File: src/rtl/ws2812_in_pkg.sv
// ws2812_in_pkg: shared types and constants for the WS2812 receiver.
// Define WS2812_IN_RGBW_EN for 4 bytes per LED (G,R,B,W), else 3 (G,R,B).
package ws2812_in_pkg;

    typedef enum logic [1:0] {
        ARM  = 2'd0,
        IDLE = 2'd1,
        HIGH = 2'd2,
        LOW  = 2'd3
    } state_t;

    localparam logic [3:0] SLOT_G = 4'b0001;
    localparam logic [3:0] SLOT_R = 4'b0010;
    localparam logic [3:0] SLOT_B = 4'b0100;
    localparam logic [3:0] SLOT_W = 4'b1000;

`ifdef WS2812_IN_RGBW_EN
    localparam int unsigned BYTES_PER_LED = 4;
`else
    localparam int unsigned BYTES_PER_LED = 3;
`endif

    localparam logic [1:0] LAST_SLOT = 2'(BYTES_PER_LED - 1);

    // Slot index to one-hot byte enable; W only exists in RGBW builds.
    function automatic logic [3:0] slot_en(input logic [1:0] s);
        logic [3:0] en;
        en = 4'b0000;
        unique case (s)
            2'd0: en = SLOT_G;
            2'd1: en = SLOT_R;
            2'd2: en = SLOT_B;
`ifdef WS2812_IN_RGBW_EN
            2'd3: en = SLOT_W;
`else
            2'd3: en = 4'b0000;
`endif
            default: en = 4'b0000;
        endcase
        return en;
    endfunction

endpackage

File: src/rtl/ws2812_in_sync.sv
// ws2812_in_sync: 2-flop synchroniser for the WS2812 line plus edge strobes.
// Ports: clk, rst (async high), din (async line), lvl (synced), rise, fall.
module ws2812_in_sync (
    input  logic clk,
    input  logic rst,
    input  logic din,
    output logic lvl,
    output logic rise,
    output logic fall
);

    logic s1;
    logic s2;
    logic s3;

    always_ff @(posedge clk or posedge rst) begin
        if (rst) begin
            s1 <= 1'b0;
            s2 <= 1'b0;
            s3 <= 1'b0;
        end else begin
            s1 <= din;
            s2 <= s1;
            s3 <= s2;
        end
    end

    assign lvl  = s2;
    assign rise = s2 & ~s3;
    assign fall = ~s2 & s3;

endmodule

File: src/rtl/ws2812_in.sv
// ws2812_in: WS2812 line receiver; decodes bits by high width, emits GRB(W)
// bytes with slot/LED address, and flags frame end on the latch gap.
// Ports: clk_in, rst_in (async high), ws2812_data_in; byte_vld_out,
// byte_data_out, byte_en_out, wr_addr_out, frame_rdy_out, led_cnt_out, err_out.
// Macro WS2812_IN_RGBW_EN selects 4 bytes per LED (see ws2812_in_pkg).
module ws2812_in #(
    parameter int unsigned BIT_THRESH_CYC = 48,
    parameter int unsigned GLITCH_CYC     = 8,
    parameter int unsigned HIGH_MAX_CYC   = 120,
    parameter int unsigned RST_GAP_CYC    = 4000,
    parameter int unsigned MAX_LEDS       = 64
) (
    input  logic       clk_in,
    input  logic       rst_in,
    input  logic       ws2812_data_in,
    output logic       byte_vld_out,
    output logic [7:0] byte_data_out,
    output logic [3:0] byte_en_out,
    output logic [5:0] wr_addr_out,
    output logic       frame_rdy_out,
    output logic [6:0] led_cnt_out,
    output logic       err_out
);
    import ws2812_in_pkg::*;

    localparam logic [12:0] T_BIT  = 13'(BIT_THRESH_CYC);
    localparam logic [12:0] T_GL   = 13'(GLITCH_CYC);
    localparam logic [12:0] T_HMAX = 13'(HIGH_MAX_CYC);
    localparam logic [12:0] T_GAP  = 13'(RST_GAP_CYC - 1);
    localparam logic [6:0]  N_LED  = 7'(MAX_LEDS);

    state_t      state;
    state_t      nxt;
    logic [12:0] cnt;
    logic        pend;
    logic        lvl;
    logic        rise;
    logic        fall;
    logic [7:0]  shreg;
    logic [2:0]  bit_cnt;
    logic [1:0]  slot;
    logic [6:0]  led_idx;
    logic        any_byte;

    logic start;
    logic take_bit;
    logic bit_val;
    logic overlong;
    logic gap_end;
    logic arm_done;
    logic full;

    ws2812_in_sync u_sync (
        .clk  (clk_in),
        .rst  (rst_in),
        .din  (ws2812_data_in),
        .lvl  (lvl),
        .rise (rise),
        .fall (fall)
    );

    always_ff @(posedge clk_in or posedge rst_in) begin
        if (rst_in) state <= ARM;
        else        state <= nxt;
    end

    always_comb begin
        nxt = state;
        unique case (state)
            ARM:  if (arm_done) nxt = IDLE;
            IDLE: if (start) nxt = HIGH;
            HIGH: begin
                if (overlong)  nxt = ARM;
                else if (fall) nxt = LOW;
            end
            LOW: begin
                if (gap_end)   nxt = IDLE;
                else if (rise) nxt = HIGH;
            end
            default: nxt = ARM;
        endcase
    end

    // pend: an edge that coincided with frame end starts the next frame.
    always_comb begin
        start    = 1'b0;
        take_bit = 1'b0;
        overlong = 1'b0;
        gap_end  = 1'b0;
        arm_done = 1'b0;
        unique case (state)
            ARM:  arm_done = !lvl && (cnt == T_GAP);
            IDLE: start    = rise | (pend & lvl);
            HIGH: begin
                take_bit = fall && (cnt >= T_GL);
                overlong = !fall && (cnt >= T_HMAX);
            end
            LOW:  gap_end  = (cnt == T_GAP);
            default: ;
        endcase
    end

    assign bit_val = (cnt >= T_BIT);
    assign full    = (led_idx == N_LED);

    // cnt: low cycles in ARM/LOW, high cycles in HIGH.
    always_ff @(posedge clk_in or posedge rst_in) begin
        if (rst_in) begin
            cnt  <= '0;
            pend <= 1'b0;
        end else begin
            pend <= gap_end & rise;
            unique case (state)
                ARM: begin
                    if (lvl || arm_done) cnt <= '0;
                    else                 cnt <= cnt + 13'd1;
                end
                IDLE: begin
                    if (start) cnt <= pend ? 13'd2 : 13'd1;
                    else       cnt <= '0;
                end
                HIGH: begin
                    if (fall)            cnt <= 13'd1;
                    else if (overlong)   cnt <= '0;
                    else if (cnt != '1)  cnt <= cnt + 13'd1;
                end
                LOW: begin
                    if (gap_end)   cnt <= '0;
                    else if (rise) cnt <= 13'd1;
                    else           cnt <= cnt + 13'd1;
                end
                default: cnt <= '0;
            endcase
        end
    end

    always_ff @(posedge clk_in or posedge rst_in) begin
        if (rst_in) begin
            shreg         <= '0;
            bit_cnt       <= '0;
            slot          <= '0;
            led_idx       <= '0;
            any_byte      <= 1'b0;
            byte_vld_out  <= 1'b0;
            byte_data_out <= '0;
            byte_en_out   <= '0;
            wr_addr_out   <= '0;
            frame_rdy_out <= 1'b0;
            led_cnt_out   <= '0;
            err_out       <= 1'b0;
        end else begin
            byte_vld_out  <= 1'b0;
            frame_rdy_out <= 1'b0;
            if (start) begin
                err_out  <= 1'b0;
                bit_cnt  <= '0;
                slot     <= '0;
                led_idx  <= '0;
                any_byte <= 1'b0;
            end
            if (take_bit) begin
                shreg   <= {shreg[6:0], bit_val};
                bit_cnt <= bit_cnt + 3'd1;
                if (bit_cnt == 3'd7) begin
                    if (full) begin
                        err_out <= 1'b1;
                    end else begin
                        byte_vld_out  <= 1'b1;
                        byte_data_out <= {shreg[6:0], bit_val};
                        byte_en_out   <= slot_en(slot);
                        wr_addr_out   <= led_idx[5:0];
                        any_byte      <= 1'b1;
                        if (slot == LAST_SLOT) begin
                            slot    <= '0;
                            led_idx <= led_idx + 7'd1;
                        end else begin
                            slot <= slot + 2'd1;
                        end
                    end
                end
            end
            if (overlong) err_out <= 1'b1;
            if (gap_end) begin
                if (bit_cnt != 3'd0) err_out <= 1'b1;
                if (any_byte) begin
                    frame_rdy_out <= 1'b1;
                    led_cnt_out   <= led_idx;
                end
            end
        end
    end

endmodule

File: config.mk
export PLATFORM = sky130hd
export DESIGN_NAME = ws2812_in
export DESIGN_NICKNAME = d
export VERILOG_FILES = /design/src/rtl/ws2812_in_pkg.sv /design/src/rtl/ws2812_in_sync.sv /design/src/rtl/ws2812_in.sv
export SDC_FILE = /design/constraint.sdc
export NUM_CORES = 1
export LEC_CHECK = 0
export BUFFER_PORTS_ARGS = -buffer_cell sky130_fd_sc_hd__buf_2
export CAP_MARGIN = 0
export CORE_MARGIN = 4
export CORE_UTILIZATION = 32
export CTS_BUF_LIST = sky130_fd_sc_hd__clkbuf_8
export DETAILED_ROUTE_END_ITERATION = 10
export PLACE_DENSITY = 0.45
export SYNTH_ARGS = -nofsm -noshare
export SYNTH_HDL_FRONTEND = slang
export SYNTH_HIERARCHICAL = 1
export SYNTH_SLANG_ARGS = --single-unit
File: constraint.sdc
create_clock -name clk_in -period 2.51 [get_ports clk_in]
set_clock_uncertainty 0.15 [all_clocks]
set_input_delay 0.1255 -clock clk_in [delete_from_list [all_inputs] [get_ports clk_in]]
set_output_delay 0.1255 -clock clk_in [all_outputs]
set_load 0.03 [all_outputs]
=== Word level (Yosys, flattened, before mapping) ===
Index checks and enable logic that the tools add are counted.

* Add/sub/neg operators: 4
* Magnitude comparators: 3
* Equality and inequality tests: 15
* Muxes and demuxes: 50
* Bitwise gates (word level): 8
* Reductions and logical operators: 13

{| class="wikitable"
|+ Operators with widths
! kind !! count
|-
| two-way mux 13 bit || 6
|-
| one-hot mux 13 bit (4 select lines) || 1
|-
| two-way mux 7 bit || 5
|-
| two-way mux 2 bit || 13
|-
| two-way mux 1 bit || 21
|-
| one-hot mux 4 bit (4 select lines) || 1
|-
| adder 13 x 1 -> 13 bit (second input constant) || 1
|-
| == test 13 x 12 -> 1 bit (second input constant) || 1
|-
| greater-or-equal comparator 13 x 4 -> 1 bit (second input constant) || 1
|-
| greater-or-equal comparator 13 x 6 -> 1 bit (second input constant) || 1
|-
| greater-or-equal comparator 13 x 7 -> 1 bit (second input constant) || 1
|-
| != test 13 bit (second input constant) || 1
|-
| == test 2 bit (second input constant) || 4
|-
| one-hot mux 2 bit (4 select lines) || 1
|-
| adder 7 x 1 -> 7 bit (second input constant) || 1
|-
| == test 7 bit (second input constant) || 1
|-
| two-way mux 3 bit || 2
|-
| != test 3 bit (second input constant) || 2
|-
| bitwise AND 1 bit || 4
|-
| == test 2 x 1 -> 1 bit (second input constant) || 2
|-
| zero test 2 bit || 2
|-
| != test 2 bit (second input constant) || 2
|-
| != test 4 bit (second input constant) || 1
|-
| AND reduction 4 bit || 1
|-
| 12 further kinds || 17
|}

* Register bits after elaboration: 67
* Output and inout port bits: 28
* Word-level logic and storage cells: 111

=== Depth between registers and ports, before layout ===
* Depth in word-level cells: 11
* Depth in mapped cells: 8

=== Hierarchy ===
The synthesis kept the hierarchy.

{| class="wikitable"
|+ Modules (own cells, without submodules)
! module !! instances !! cells an instance !! area each (um^2) !! seq. area each (um^2)
|-
| ws2812_in || 1 || 279 || 3079.2 || 1576.5
|-
| ws2812_in_sync || 1 || 6 || 93.8 || 75.1
|}

=== Least setup slack after synthesis ===
No wires, ideal clock.

* Kind: register -> register
* From: register cnt[0]
* To: register state[0]
* Library setup time: 0.124 ns
* Arrival: 1.760 ns
* Path slack: 0.476 ns
* Stages on the path, launching flop included: 8
* Clock period less this slack: 2.034 ns
* Cells stage by stage: dfrtp_1 > ha_1 > and4_1 > buf_2 > and4_4 > buf_6 > mux2_2 > a211o_1

* Word-level cells in the longest chain between the ends: 5
* Elaborated cells on any way between the ends: 14
* Those cells by class: order compare: 1; eq/ne: 4; mux: 6; reduce/logical: 3

{| class="wikitable"
|+ Ends and longest elaborated chain
! element !! line !! RTL
|-
| start: declaration || ws2812_in.sv:34 || <nowiki>logic [12:0] cnt;</nowiki>
|-
| start signal: assignment || ws2812_in.sv:116 || <nowiki>else cnt <= cnt + 13'd1;</nowiki>
|-
| start signal: assignment || ws2812_in.sv:119 || <nowiki>if (start) cnt <= pend ? 13'd2 : 13'd1;</nowiki>
|-
| start signal: assignment || ws2812_in.sv:125 || <nowiki>else if (cnt != '1) cnt <= cnt + 13'd1;</nowiki>
|-
| greater-or-equal comparator 13 x 7 -> 1 bit / == test 13 x 12 -> 1 bit (equally long branches) || ws2812_in.sv:96, ws2812_in.sv:92, ws2812_in.sv:98 ||
|-
| logical AND 1 bit, on equally long branches || ws2812_in.sv:96, ws2812_in.sv:92 ||
|-
| two-way mux 1 bit || ws2812_in.sv:91 || <nowiki>unique case (state)</nowiki>
|-
| != test 3 bit (no line) (tied with other cells) || n/a ||
|-
| AND reduction 4 bit (no line) / one-hot mux 2 bit (4 select lines) (equally long branches) || n/a ||
|-
| end signal: assignment || ws2812_in.sv:64 || <nowiki>else state <= nxt;</nowiki>
|-
| end: declaration || ws2812_in.sv:32 || <nowiki>state_t state;</nowiki>
|}

Several ways; a longest one is shown, not always the timed one.
A chain may end at the register's enable or synchronous reset.

=== Worst setup path in the final report ===
* From: register u_sync.s2, in the netlist u_sync/lvl
* To: register byte_data_out[3]

* Word-level cells in the longest chain between the ends: 5

{| class="wikitable"
|+ Ends and longest elaborated chain
! element !! line !! RTL
|-
| start: declaration || ws2812_in_sync.sv:13 || <nowiki>logic s2;</nowiki>
|-
| start signal: assignment || ws2812_in_sync.sv:19 || <nowiki>s2 <= 1'b0;</nowiki>
|-
| start signal: assignment || ws2812_in_sync.sv:23 || <nowiki>s2 <= s1;</nowiki>
|-
| NOT 1 bit || ws2812_in_sync.sv:30 || <nowiki>assign fall = ~s2 & s3;</nowiki>
|-
| bitwise AND 1 bit || ws2812_in_sync.sv:30 ||
|-
| net fall || ws2812_in.sv:38 || <nowiki>logic fall;</nowiki>
|-
| logical AND 1 bit || ws2812_in.sv:95 || <nowiki>take_bit = fall && (cnt >= T_GL);</nowiki>
|-
| two-way mux 1 bit || ws2812_in.sv:91 ||
|-
| AND reduction 3 bit (no line) || n/a ||
|-
| end signal: assignment || ws2812_in.sv:169 || <nowiki>byte_data_out <= {shreg[6:0], bit_val};</nowiki>
|-
| end: declaration || ws2812_in.sv:17 || <nowiki>output logic [7:0] byte_data_out,</nowiki>
|}

The timed path passes the listed nets, and every way through them passes these cells.

==> impl_metrics.json <==
{
  "path_max_fanout": 21,
  "num_vias": 2205,
  "power_frac_seq_pct": 52.7,
  "path_class": "flop to flop",
  "synth.net_count": 295,
  "final_util_pct": 37.68,
  "layout-drive-gt1-share_pct": 26.40,
  "yosysTopAreaCell": "dfrtp_1",
  "comb_power_share_pct": 2.7,
  "cts_buffers": 9,
  "cts_buffer_depth": 2,
  "worstHoldPathType": "primary input to asynchronous set/reset pin",
  "coreArea_um2": 9729,
  "synth_edf_count": 0,
  "root_buffer": "clkbuf_8",
  "tns_ns": 0,
  "syn_to_final_growth_pct": 15.54,
  "end_kind": "flop",
  "drcViolationCount": 0,
  "drt.antenna.violating_nets": 0,
  "worstPathRequired_ns": 2.59,
  "rows": 36,
  "fillCellCount": 996,
  "synthDistinctLibCells": 49,
  "synth_top_area_share_pct": 52.05,
  "ys_seq_area_share_pct": 52.05,
  "nets": 327,
  "hold_viol": 0,
  "synthesis.instances": 285,
  "cts.sink_count": 66,
  "placed_cells": 437,
  "fin_crit_ns": 2.242,
  "wire_per_inst_um": 14.46,
  "grt_pass1_wl_um": 11810,
  "synth_commonest_cells": "dfrtp_1, nand2_1, mux2_2",
  "ff_latch_area_um2": 1652,
  "grt_start_max_net_pins": 41,
  "sw_frac_of_total_pct": 23.89,
  "status": "complete, no violations",
  "gp_congestion": 0.7916,
  "post_synth.cell_area_avg_um2": 11.13,
  "tritoncts": "done",
  "max_freq_ghz": 0.4459,
  "die_w_um": 107.6,
  "p_per_area_nw_per_um2": 556.0,
  "ys_warn_count": 6,
  "multi_input_area_um2": 1369,
  "fin_hold_ws_ns": 0.05931,
  "vias_per_cell": 4.846,
  "detail_route.first_pass.iterations": 4,
  "dp_hpwl_um": 4468,
  "worst_slew_pin_slew_ns": 1.012,
  "synth_area_leaders": "dfrtp_1, mux2_2, nand2_1, mux2_4, ha_1",
  "slew-limit-headroom_pct": 32.20,
  "final-max-slew-violation-count": 0,
  "start_util_pct": 32.61,
  "fin_cells": 455,
  "wl_um": 6579,
  "die_height_um": 107.6,
  "fin_crit_sh_pct": 89.34,
  "clk_pin_slew_ns": 0.08,
  "p_sw_mw": 0.4868,
  "internal_power_mw": 1.551,
  "antenna_found_initial": 0,
  "grt_pass1_vias": 2309,
  "async_flop_share_pct": 100.0,
  "clk_latency_ns": 0.34,
  "grt_remaining_overflow": 0,
  "n_antenna_cell": 0,
  "rsz0062_at_grt": "false",
  "max_cap_violations": 0,
  "ir_drop_v": 0.0003044,
  "synth_seq_cells": 66,
  "startpoint_type": "flop",
  "worstPathArrival_ns": 2.32,
  "dieArea_um2": 11570,
  "portBuffers": 29,
  "drt_iter0_markers": 47,
  "ctsResizeCount": 0,
  "finalSetupViolations": 0,
  "synth_ff_type": "dfrtp_1",
  "grt_usage_pct": 12.86,
  "static-leakage-power_nw": 1.814,
  "synth_area_um2": 3173,
  "final.setup.worst_slack_ns": 0.2675,
  "num_io_pins": 31,
  "yosysMostFrequentCell": "dfrtp_1",
  "pre_cts_ws_ns": 0.2646,
  "htreeDepth": 3,
  "p_clk_share_pct": 44.6
}
[layout make-up]
type	count	area share [%]
multi-input cells	189	37.34
clock inverters	7	2.082
repair buffers	38	6.280
clock buffers	9	3.379
inverters	13	1.331
well taps	133	4.539
flip-flops and latches	66	45.05
[path summary, 6_finish.rpt]
check                           slack, ns               end  startpoint  cells after the start
worst max-delay path                 0.27  byte_data_out[3]  u_sync/lvl                      5
worst min-delay path                 0.06        u_sync/lvl      rst_in                      3
worst max register to register       0.27  byte_data_out[3]  u_sync/lvl                      5
worst min register to register       0.20        u_sync/lvl   u_sync/s1                      0
max in group asynchronous            1.37           err_out      rst_in                      4
min in group clk_in                  0.20        u_sync/lvl   u_sync/s1                      0
[per-layer routing]
metal / global-route usage [%] / up-vias / routed length [um]
met1: 17.55 / 1085 / 3239
met3: 3.539 / 7 / 280
met5: 0 / - / 0
met4: 4.599 / 0 / 71
met2: 19.54 / 40 / 2988
li1: - / 1073 / -
[cells by family after synthesis]
group | synth area share, %
simple gates | 19.13
flops | 52.05
mux | 11.24
buf+inv | 4.811
compound gates | 6.862
xor+xnor | 3.037
fa+ha+maj | 2.760
other cells | 0.1182
[sequential cells by signal, summed over array words and instances (netlist names)]
register	flops
any_byte	1
bit_cnt	3
byte_data_out	8
byte_en_out	3
byte_vld_out	1
cnt	13
err_out	1
frame_rdy_out	1
led_cnt_out	7
led_idx	7
pend	1
shreg	7
slot	2
state	2
u_sync/lvl	1
u_sync/s1	1
u_sync/s3	1
wr_addr_out	6
[critical path, stage by stage, from the launching register on]
cell and delay [ns]:
dfrtp_1 0.38, and2b_2 0.25, nand3b_1 0.12, a31o_4 0.32, nor2_4 0.50, mux2_2 0.40
[power groups by stage]
stage,sequential (mW),clock [mW],combinational [mW]
3_5_place_dp,1.09,0,0.0563
3_3_place_gp,1.09,0,0.0565
6_report,1.07,0.909,0.0557
2_1_floorplan,1.09,0,0.0384
4_1_cts,1.07,0.950,0.0589
5_1_grt,1.08,1.00,0.0667
[stage by stage]
step           area [um2]  power [mW]
6_report             3666       2.038
4_1_cts              3666       2.082
3_5_place_dp         3446       1.151
3_3_place_gp         3446       1.151
5_1_grt              3666       2.142
2_1_floorplan        3173       1.133
[cell usage in the layout, fill, tap and decap left out, types with 2 or more instances in the layout]
cell type and count:
inv_1 12, ha_1 7, xnor2_1 2, nor2b_1 3
nand2b_1 5, mux2i_1 6, inv_6 2, nand3_1 14
mux2_2 17, and4_1 3, and3_1 4, a22o_1 3
nor4_1 8, xor2_1 9, clkinvlp_4 2, nor3_1 16
buf_4 6, nand2_1 36, o21ai_0 4, o21a_1 2
dfrtp_1 66, buf_2 29, and2_1 3, a21o_1 2
mux2_4 7, dlygate4sd3_1 2, a21oi_1 4, a22oi_1 2
clkbuf_8 9, nand4_1 6, nor2_1 6, a41oi_1 2
[what timing repair did]
item / 4_1_cts / 5_1_grt
hold endpoints to repair: 27 / 0
hold buffers: 2 / 0
buffers inserted: 0 / 0
No activity file was read; power rests on OpenSTA's default activity.
